--- src/rtl/mem_req_arbiter.sv ---
// Two-port memory request arbiter with a 16-entry tag table.
// Requests are granted round-robin and forwarded to memory with a tag that
// identifies the entry. Responses come back in any order and are routed to the
// original requester using that tag.
module mem_req_arbiter #(
    parameter int DATA_W = 32
) (
    input  logic              clk,
    input  logic              rst,

    input  logic              req_valid_0,
    input  logic [DATA_W-1:0] req_addr_0,
    input  logic [DATA_W-1:0] req_data_0,
    input  logic              req_rw_0,
    input  logic [3:0]        req_id_0,
    output logic              grant_0,

    input  logic              req_valid_1,
    input  logic [DATA_W-1:0] req_addr_1,
    input  logic [DATA_W-1:0] req_data_1,
    input  logic              req_rw_1,
    input  logic [3:0]        req_id_1,
    output logic              grant_1,

    output logic [DATA_W-1:0] addr_out_M,
    output logic [DATA_W-1:0] data_out_M,
    output logic              rw_out_M,
    output logic [3:0]        ldstID_out_M,
    output logic              valid_out_M,
    input  logic              stall_in_M,

    input  logic              ready_in_M,
    input  logic [3:0]        ldstID_in_M,
    input  logic [DATA_W-1:0] data_in_M,

    output logic              resp_valid_0,
    output logic [3:0]        resp_id_0,
    output logic [DATA_W-1:0] resp_data_0,
    output logic              resp_valid_1,
    output logic [3:0]        resp_id_1,
    output logic [DATA_W-1:0] resp_data_1,

    output logic              busy,
    output logic              full,
    output logic              err_spurious
);

    typedef enum logic {
        PORT_0 = 1'b0,
        PORT_1 = 1'b1
    } port_e;

    logic [15:0] in_use;
    logic [15:0] tag_port;
    logic [3:0]  tag_orig_id [16];
    logic [4:0]  count;
    port_e       rr_ptr;

    logic        grant_any;
    logic [3:0]  alloc_tag;
    logic        release_valid;
    logic        release_port;

    assign full      = (count == 5'd16);
    assign busy      = (count != 5'd0);
    assign grant_any = grant_0 | grant_1;

    // Pick at most one port: the preferred one when both ask, otherwise the only asker.
    always_comb begin
        grant_0 = 1'b0;
        grant_1 = 1'b0;
        if (!rst && !stall_in_M && !full) begin
            if (req_valid_0 && req_valid_1) begin
                if (rr_ptr == PORT_0) begin
                    grant_0 = 1'b1;
                end else begin
                    grant_1 = 1'b1;
                end
            end else if (req_valid_0) begin
                grant_0 = 1'b1;
            end else if (req_valid_1) begin
                grant_1 = 1'b1;
            end
        end
    end

    // Lowest free tag, from the registered table so a tag freed this cycle waits a cycle.
    always_comb begin
        logic found;
        alloc_tag = 4'd0;
        found     = 1'b0;
        for (int i = 0; i < 16; i++) begin
            if (!in_use[i] && !found) begin
                alloc_tag = 4'(i);
                found     = 1'b1;
            end
        end
    end

    // Decode the memory response against the tag table.
    always_comb begin
        release_valid = ready_in_M && in_use[ldstID_in_M];
        release_port  = tag_port[ldstID_in_M];
    end

    // Tag table: allocate on grant, free on a response for a live tag.
    always_ff @(posedge clk) begin
        if (rst) begin
            in_use   <= '0;
            tag_port <= '0;
            for (int i = 0; i < 16; i++) begin
                tag_orig_id[i] <= 4'd0;
            end
        end else begin
            if (release_valid) begin
                in_use[ldstID_in_M] <= 1'b0;
            end
            if (grant_any) begin
                in_use[alloc_tag]      <= 1'b1;
                tag_port[alloc_tag]    <= grant_1;
                tag_orig_id[alloc_tag] <= grant_1 ? req_id_1 : req_id_0;
            end
        end
    end

    // Outstanding count; a simultaneous grant and release cancel out.
    always_ff @(posedge clk) begin
        if (rst) begin
            count <= 5'd0;
        end else begin
            case ({grant_any, release_valid})
                2'b10:   count <= count + 5'd1;
                2'b01:   count <= count - 5'd1;
                default: count <= count;
            endcase
        end
    end

    // Move preference to the other port only once the preferred port was served.
    always_ff @(posedge clk) begin
        if (rst) begin
            rr_ptr <= PORT_0;
        end else if ((rr_ptr == PORT_0 && grant_0) || (rr_ptr == PORT_1 && grant_1)) begin
            rr_ptr <= (rr_ptr == PORT_0) ? PORT_1 : PORT_0;
        end
    end

    // Sticky flag for responses that name a tag nobody is waiting on.
    always_ff @(posedge clk) begin
        if (rst) begin
            err_spurious <= 1'b0;
        end else if (ready_in_M && !in_use[ldstID_in_M]) begin
            err_spurious <= 1'b1;
        end
    end

    // Register the granted request toward memory, tagged with its table entry.
    always_ff @(posedge clk) begin
        if (rst) begin
            valid_out_M  <= 1'b0;
            addr_out_M   <= '0;
            data_out_M   <= '0;
            rw_out_M     <= 1'b0;
            ldstID_out_M <= 4'd0;
        end else begin
            valid_out_M <= grant_any;
            if (grant_any) begin
                addr_out_M   <= grant_1 ? req_addr_1 : req_addr_0;
                data_out_M   <= grant_1 ? req_data_1 : req_data_0;
                rw_out_M     <= grant_1 ? req_rw_1   : req_rw_0;
                ldstID_out_M <= alloc_tag;
            end
        end
    end

    // Route a valid response to the recorded port; idle ports keep their last id/data.
    always_ff @(posedge clk) begin
        if (rst) begin
            resp_valid_0 <= 1'b0;
            resp_id_0    <= 4'd0;
            resp_data_0  <= '0;
            resp_valid_1 <= 1'b0;
            resp_id_1    <= 4'd0;
            resp_data_1  <= '0;
        end else begin
            resp_valid_0 <= release_valid && !release_port;
            resp_valid_1 <= release_valid && release_port;
            if (release_valid && !release_port) begin
                resp_id_0   <= tag_orig_id[ldstID_in_M];
                resp_data_0 <= data_in_M;
            end
            if (release_valid && release_port) begin
                resp_id_1   <= tag_orig_id[ldstID_in_M];
                resp_data_1 <= data_in_M;
            end
        end
    end

endmodule

--- config.mk ---
export PLATFORM = sky130hd
export DESIGN_NAME = mem_req_arbiter
export DESIGN_NICKNAME = d
export VERILOG_FILES = /design/src/rtl/mem_req_arbiter.sv
export SDC_FILE = /design/constraint.sdc
export NUM_CORES = 1
export LEC_CHECK = 0
export BUFFER_PORTS_ARGS = -buffer_cell sky130_fd_sc_hd__clkbuf_2
export CAP_MARGIN = 20
export CORE_MARGIN = 4
export CORE_UTILIZATION = 35
export DETAILED_ROUTE_END_ITERATION = 8
export SLEW_MARGIN = 20
export SYNTH_ARGS = -nofsm -noshare
export SYNTH_HDL_FRONTEND = slang
export SYNTH_SLANG_ARGS = --single-unit
export TNS_END_PERCENT = 5
--- constraint.sdc ---
create_clock -name clk -period 3.1 [get_ports clk]
set_clock_uncertainty 0.05 [all_clocks]
set_input_delay 0 -clock clk [delete_from_list [all_inputs] [get_ports clk]]
set_output_delay 0 -clock clk [all_outputs]
set_load 0.01 [all_outputs]
==> out/metrics.cfg, run 1 <==
[setup_path]
arrival_ns=3.32
cp-end-kind=flip-flop
crit_path_start_kind=flip-flop
path_class=flip-flop to flip-flop
r2r_cells=8
cp_max_fo=27
slowest_delay_ns=0.59
slowest_stage=dlygate4sd3_1
worstPathRequired_ns=3.54
crit_path_cell_trace=nor4_4 > a21oi_1 > nand3_2 > inv_2 > buf_4 > nand2_1 > a311oi_1 > dlygate4sd3_1

[clock_network]
clk_path_buf_depth=3
cts_buffers=28
cts.sinks=247
h-tree-depth=1
cts_tree=built
path_clk_slew_ns=0.07
clockRootBuffer=clkbuf_16
clk_latency_ns=0.55

[timing]
max_freq_mhz=347.5
maxSlewHeadroom_pct=42.10
worst_pin_slew_ns=0.8685
final-max-slew-violation-count=0
final_hold_viol_count=0
finalCriticalPeriod_ns=2.877
rsz0062_at_grt=yes
setup_violations=0
min_period_over_period_pct=92.82
hold_slack_ns=0.09258

[synthesis]
syn_nets=1272
synth_edf_count=64
synth_ff_type=dfxtp_1
yosys_warnings=0
synth-async-reset-ratio_pct=0
synth_cell_types=59
netlist_area_sq_um=10850
synthCells=1087
avgSynthCellArea_sq_um=9.977
ys_ff_latch=247
ys_seq_area_share_pct=51.50

[power]
power_density_nw_per_um2=507.0
pwr-share-comb_pct=12.9
power_w=0.007930
p_leak_nw=6.811
p_seq_share_pct=44.3
vdd_drop_max_mv=0.4689
switching_share_pct=24.29
power_switching_w=0.001926
internal_power_w=0.006004
p_clk_share_pct=42.8

[flow_run]
max_cap_viol_count=0

[layout]
drive_gt1_share_pct=28.83
final_core_util_pct=51.13
multi_input_area_sq_um=4822
synthToLayoutAreaGrowth_pct=44.22
fillCellCount=2703
design_area_sq_um=15640
nets=1762
layout.cells.non_filler=1997
register_area_sq_um=5589

[min_path]
min_path_cells=4
hold_class=input pin to flip-flop

[placed_design]
portBuffers=328
gp_congestion=0.8884
dp_hpwl_um=22970
placed_area_sq_um=12850
dp_cells=1763

[floorplanning]
rows=64
dieArea_sq_um=33870
ios=329
fp.coreArea_sq_um=30590
fp.dieH_um=184.0
start_util_pct=35.45
die_w_um=184.0

[route]
vias_per_cell=5.028
drc=0
first_pass_iters=5
totalWireLength_um=34280
wl_per_cell_um=17.17
dr_total_vias=10040
drt_iter0_markers=477
ant_nets=0

[global_route]
grt_max_degree=204
antenna_found_initial=2
grt_pass1_wl_um=53050
grt_pass1_vias=10017
globalRouteOverflowTotal=0
grt_usage_pct=19.10

[status]
status=finished, final reports clean

[critical path, delay by kind of cell (launching register included)]
kind	cells	cell delay, ns
AO/OA/AOI/OAI	2	0.65
flip-flops	1	0.43
buffers and inverters	3	1.31
AND/OR/NAND/NOR	3	0.35
[cell families (layout without fill, tap and decap cells)]
logic type	after synthesis	count (layout)	share of synthesized area, %
and+or+nand+nor	475	475	19.44
DFF	247	247	51.50
muxes	109	109	12.76
xor gates and xnor gates	3	3	0.2423
buffers and inverters	88	600	4.338
other	0	2	0
AOI/OAI and AO/OA	160	160	11.08
adders and majority gates	5	5	0.6461
[path summary, 6_finish.rpt]
kind                                startpoint                            to  slack [ns]
setup / recovery         count[0]$_SDFFE_PP0P_   data_out_M[22]$_SDFFE_PP0N_        0.22
hold / removal                  ldstID_in_M[1]          in_use[3]$_SDFF_PP0_        0.09
setup reg to reg         count[0]$_SDFFE_PP0P_   data_out_M[22]$_SDFFE_PP0N_        0.22
hold reg to reg   ldstID_out_M[2]$_SDFFE_PP0N_  ldstID_out_M[2]$_SDFFE_PP0N_        0.42
[repair_timing]
action / 4_1_cts / 5_1_grt
hold buffers: 179 / 0
hold endpoints to repair: 205 / 0
setup endpoints to repair: 0 / 20
gates resized for setup: 0 / 9
setup buffers: 0 / 1
[layer usage]
metal | global-route usage (%) | up-vias | routed length [um] | share of wire [%]
li1 | - | 4835 | - | -
met1 | 23.56 | 4717 | 13860 | 40
met2 | 33.19 | 421 | 16560 | 48
met3 | 4.610 | 67 | 2752 | 8.0
met4 | 5.708 | 0 | 1109 | 3.2
met5 | 0 | - | 0 | 0
[through the flow]
stage,TNS [ns],worst slack (ns)
after floorplan,0,0.2697
after global placement,0,0.2271
after detailed placement,0,0.1747
after CTS,0,0.01313
after global routing,-0.02349,-0.01335
final,0,0.2227
[cell type report]
class,count,area share (%)
antenna,2,0.03200
multi-input combinational,752,30.83
timing repair buffer,539,23.85
clock buffer,40,5.392
tap,396,3.168
sequential,247,35.73
clock inverter,12,0.7759
inverter,9,0.2160
[power groups by stage]
| stage | Clock [W] | Combinational (W) | Sequential [W] |
|---|---|---|---|
| 2_1_floorplan | 0 | 0.000443 | 0.00360 |
| 3_3_place_gp | 0 | 0.000811 | 0.00357 |
| 3_5_place_dp | 0 | 0.000819 | 0.00358 |
| 4_1_cts | 0.00347 | 0.00101 | 0.00351 |
| 5_1_grt | 0.00361 | 0.00112 | 0.00352 |
| 6_report | 0.00340 | 0.00102 | 0.00351 |
[synthesized netlist by cell type (2+ instances only)]
cell type	number	area (sq um)
nor2_1	217	814.5
dfxtp_1	183	3664
nand2_1	148	555.5
mux2i_1	82	820.8
a311oi_1	67	586.8
edfxtp_1	64	1922
clkbuf_1	38	142.6
a21oi_1	32	160.2
nand2b_1	31	193.9
o21ai_0	22	110.1
mux4_2	20	450.4
buf_2	19	95.09
nand3_1	13	65.06
a22oi_1	11	82.58
nand3b_1	10	75.07
inv_1	9	33.78
nand4_1	9	56.30
buf_4	8	60.06
nor2b_1	8	50.05
nor3_1	8	40.04
buf_6	7	78.83
and3_1	6	37.54
a21o_1	5	37.54
and2_1	5	31.28
o31ai_1	5	37.54
buf_1	4	15.01
ha_1	4	50.05
mux2_2	4	45.04
nand4_2	4	50.05
a211oi_1	3	22.52
buf_8	3	45.04
mux2i_4	3	67.56
or2b_1	3	22.52
nand2_2	2	12.51
o211ai_1	2	15.01
o21bai_4	2	37.54
o22ai_1	2	12.51
or4_1	2	15.01
xor2_1	2	17.52
[cell usage in the layout, fill, tap and decap left out, types with 4 or more instances in the layout]
master	n
mux2_2	4
clkinv_2	6
nor3_1	8
nand2b_1	31
clkbuf_8	6
edfxtp_1	64
nand2_1	148
nand4_1	9
and2_1	5
a21o_1	5
nand3b_1	10
clkbuf_2	328
o31ai_1	5
inv_1	8
a311oi_1	67
mux4_2	20
a21oi_1	31
clkbuf_16	30
dlygate4sd3_1	179
and3_1	6
buf_4	27
dfxtp_1	180
mux2i_1	82
nor2_1	217
nand4_2	4
nand3_1	12
o21ai_0	22
nor2b_1	8
a22oi_1	11
[registers in the layout (all words and copies together), names as in the netlist, 4 cells and up]
register	flops
addr_out_M	32
resp_id_1	4
ldstID_out_M	4
tag_port	16
resp_data_0	32
resp_data_1	32
tag_orig_id	64
data_out_M	32
resp_id_0	4
count	5
in_use	16
(Power assumes the default switching activity.)
==> run 2, diff against run 1 <==
--- a/config.mk
+++ b/config.mk
@@ -10,6 +10,7 @@
 export CORE_MARGIN = 4
 export CORE_UTILIZATION = 35
 export DETAILED_ROUTE_END_ITERATION = 8
+export REMOVE_ABC_BUFFERS = 1
 export SLEW_MARGIN = 20
 export SYNTH_ARGS = -nofsm -noshare
 export SYNTH_HDL_FRONTEND = slang
==> run 2 against run 1 <==
Compared with the run above: largest power group unchanged; register-to-register slack lost 0.05 ns; sequential power about the same; wire length decreased by 1.4%; setup slack worse by 0.046 ns; fmax fell by 1.6%; first-iteration DRC count is 4.6% lower; die area did not move; flip-flop and latch count did not move; combinational power hardly changed; total power shrank 1.6%; clock power down 4%; non-clock buffer count up 3.
==> out/metrics.cfg, run 2 (same netlist as run 1, synthesis figures left out) <==
[timing]
final_hold_viol_count=0
maxSlewHeadroom_pct=32.89
rsz0062_at_grt=yes
worst_pin_slew_ns=1.007
setup_violations=0
min_period_over_period_pct=94.31
fin_tns_setup_ns=0
final-max-slew-violation-count=0
max_freq_mhz=342.0
finalCriticalPeriod_ns=2.924

[setup_path]
crit_path_cell_trace=nor4_4 > a21oi_2 > nand3_2 > inv_2 > buf_4 > mux2i_1 > dlygate4sd3_1 > buf_4 > nor2_1
path_class=flip-flop to flip-flop
slowest_stage=dlygate4sd3_1
crit_top_cell=buf_4
crit_family=buffers and inverters
arrival_ns=3.15
crit_path_start_kind=flip-flop
worstReg2RegStart=count[0]$_SDFFE_PP0P_
r2r_cells=9
critical_path.endpoint=tag_orig_id[12][3]$_SDFFCE_PN0P_
slowest_delay_ns=0.56
worstSetupStartpoint=count[0]$_SDFFE_PP0P_
cp_num_buf_inv=4
cp-end-kind=flip-flop
cp_max_fo=16
r2r_end=tag_orig_id[12][3]$_SDFFCE_PN0P_
worstPathRequired_ns=3.33
cp_num_cells=9
rrSetupSlack_ns=0.18

[global_route]
antenna_found_initial=0
grt_usage_pct=19.27
grt_max_degree=204
grt_pass1_vias=10278
grt_pass1_wl_um=53670
globalRouteOverflowTotal=0

[clock_network]
cts_buffers=28
clk_path_buf_depth=3
clk_latency_ns=0.54
cts.sinks=247
path_clk_slew_ns=0.06
h-tree-depth=1
cts_tree=built
clockRootBuffer=clkbuf_16

[flow_run]
max_cap_viol_count=0

[layout]
fillCellCount=2776
antenna_cells=0
drive_gt1_share_pct=28.53
final_cell_mix=clkbuf_2, nor2_1, dfxtp_1, dlygate4sd3_1, nand2_1
nets=1765
synthToLayoutAreaGrowth_pct=44.31
top_register=tag_orig_id
largest_reg_flops=64
final_core_util_pct=51.17
layout_commonest_cell=clkbuf_2

[route]
ant_nets=0
vias_per_cell=5.007
first_pass_iters=4
drc=0
wl_per_cell_um=16.92
drt_iter0_markers=455
totalWireLength_um=33810
dr_total_vias=10004

[floorplanning]
die_w_um=184.0
rows=64
fp.dieH_um=184.0
ios=329
fp.coreArea_sq_um=30590
start_util_pct=35.45
dieArea_sq_um=33870

[power]
p_leak_nw=6.887
power_w=0.007803
power_density_nw_per_um2=498.6
vdd_drop_max_mv=0.3654

[placed_design]
portBuffers=328
gp_congestion=0.8703
dp_hpwl_um=21940

[status]
status=finished, final reports clean

[min_path]
hold_class=input pin to flip-flop

-- run 2: area by class of cell --
cell class	count	area, sq um	share of cell area (%)
clock buffer	41	863.3	5.516
clock inverter	11	51.30	0.3278
inverter	9	33.78	0.2158
multi-input combinational	752	4830	30.86
sequential	247	5588	35.70
tap	396	495.5	3.166
timing repair buffer	542	3790	24.21
-- run 2: where the power goes --
part / total [W] / leakage, nW / internal (W) / switching (W)
sequential: 0.00351 / 2.13 / 0.00344 / 0.0000731
combinational: 0.00104 / 4.30 / 0.000525 / 0.000517
clock: 0.00325 / 0.458 / 0.00192 / 0.00133
total: 0.00780 / 6.89 / 0.00588 / 0.00192
-- run 2: routing by layer --
| metal | GRT usage, % | part of all wire (%) | up-vias |
|---|---|---|---|
| met2 | 34.28 | 50 | 390 |
| li1 | - | - | 4845 |
| met1 | 23.11 | 39 | 4698 |
| met3 | 4.511 | 7.8 | 71 |
| met5 | 0 | 0 | - |
| met4 | 5.945 | 3.1 | 0 |
-- run 2: metrics by stage --
step / std cells / setup WS (ns) / area (sq um) / hold slack (ns)
floorplan: 1008 / -7.645 / 10410 / 0.01907
global placement: 1756 / 0.2248 / 12810 / 0.1962
detailed placement: 1756 / 0.1889 / 12810 / 0.2011
CTS: 1989 / 0.01736 / 15540 / 0.03215
global route: 1998 / -0.03270 / 15650 / 0.08720
finish: 1998 / 0.1762 / 15650 / 0.03587
-- run 2: how the worst min path moves through the flow --
stage	endpoint	slack [ns]	startpoint	cells after the start
finish	count[3]$_SDFFE_PP0P_	0.04	rst	3
detailed placement	data_out_M[18]$_SDFFE_PP0N_	0.20	req_data_1[18]	3
CTS	in_use[10]$_SDFF_PP0_	0.03	ldstID_in_M[2]	5
global placement	data_out_M[4]$_SDFFE_PP0N_	0.20	req_data_1[4]	3
floorplan	in_use[0]$_SDFF_PP0_	0.02	rst	1
global route	in_use[15]$_SDFF_PP0_	0.09	rst	5
-- run 2: tightest hold or removal path, cell delays in order --
cell    delay (ns)
buf_6         0.12
buf_12        0.28
nor2_1        0.17
-- run 2: what timing repair did --
action,CTS,global route
hold buffers,181,0
resized for setup,0,12
hold endpoints to repair,205,0
endpoints found under the setup margin,0,68
buffers inserted,0,9
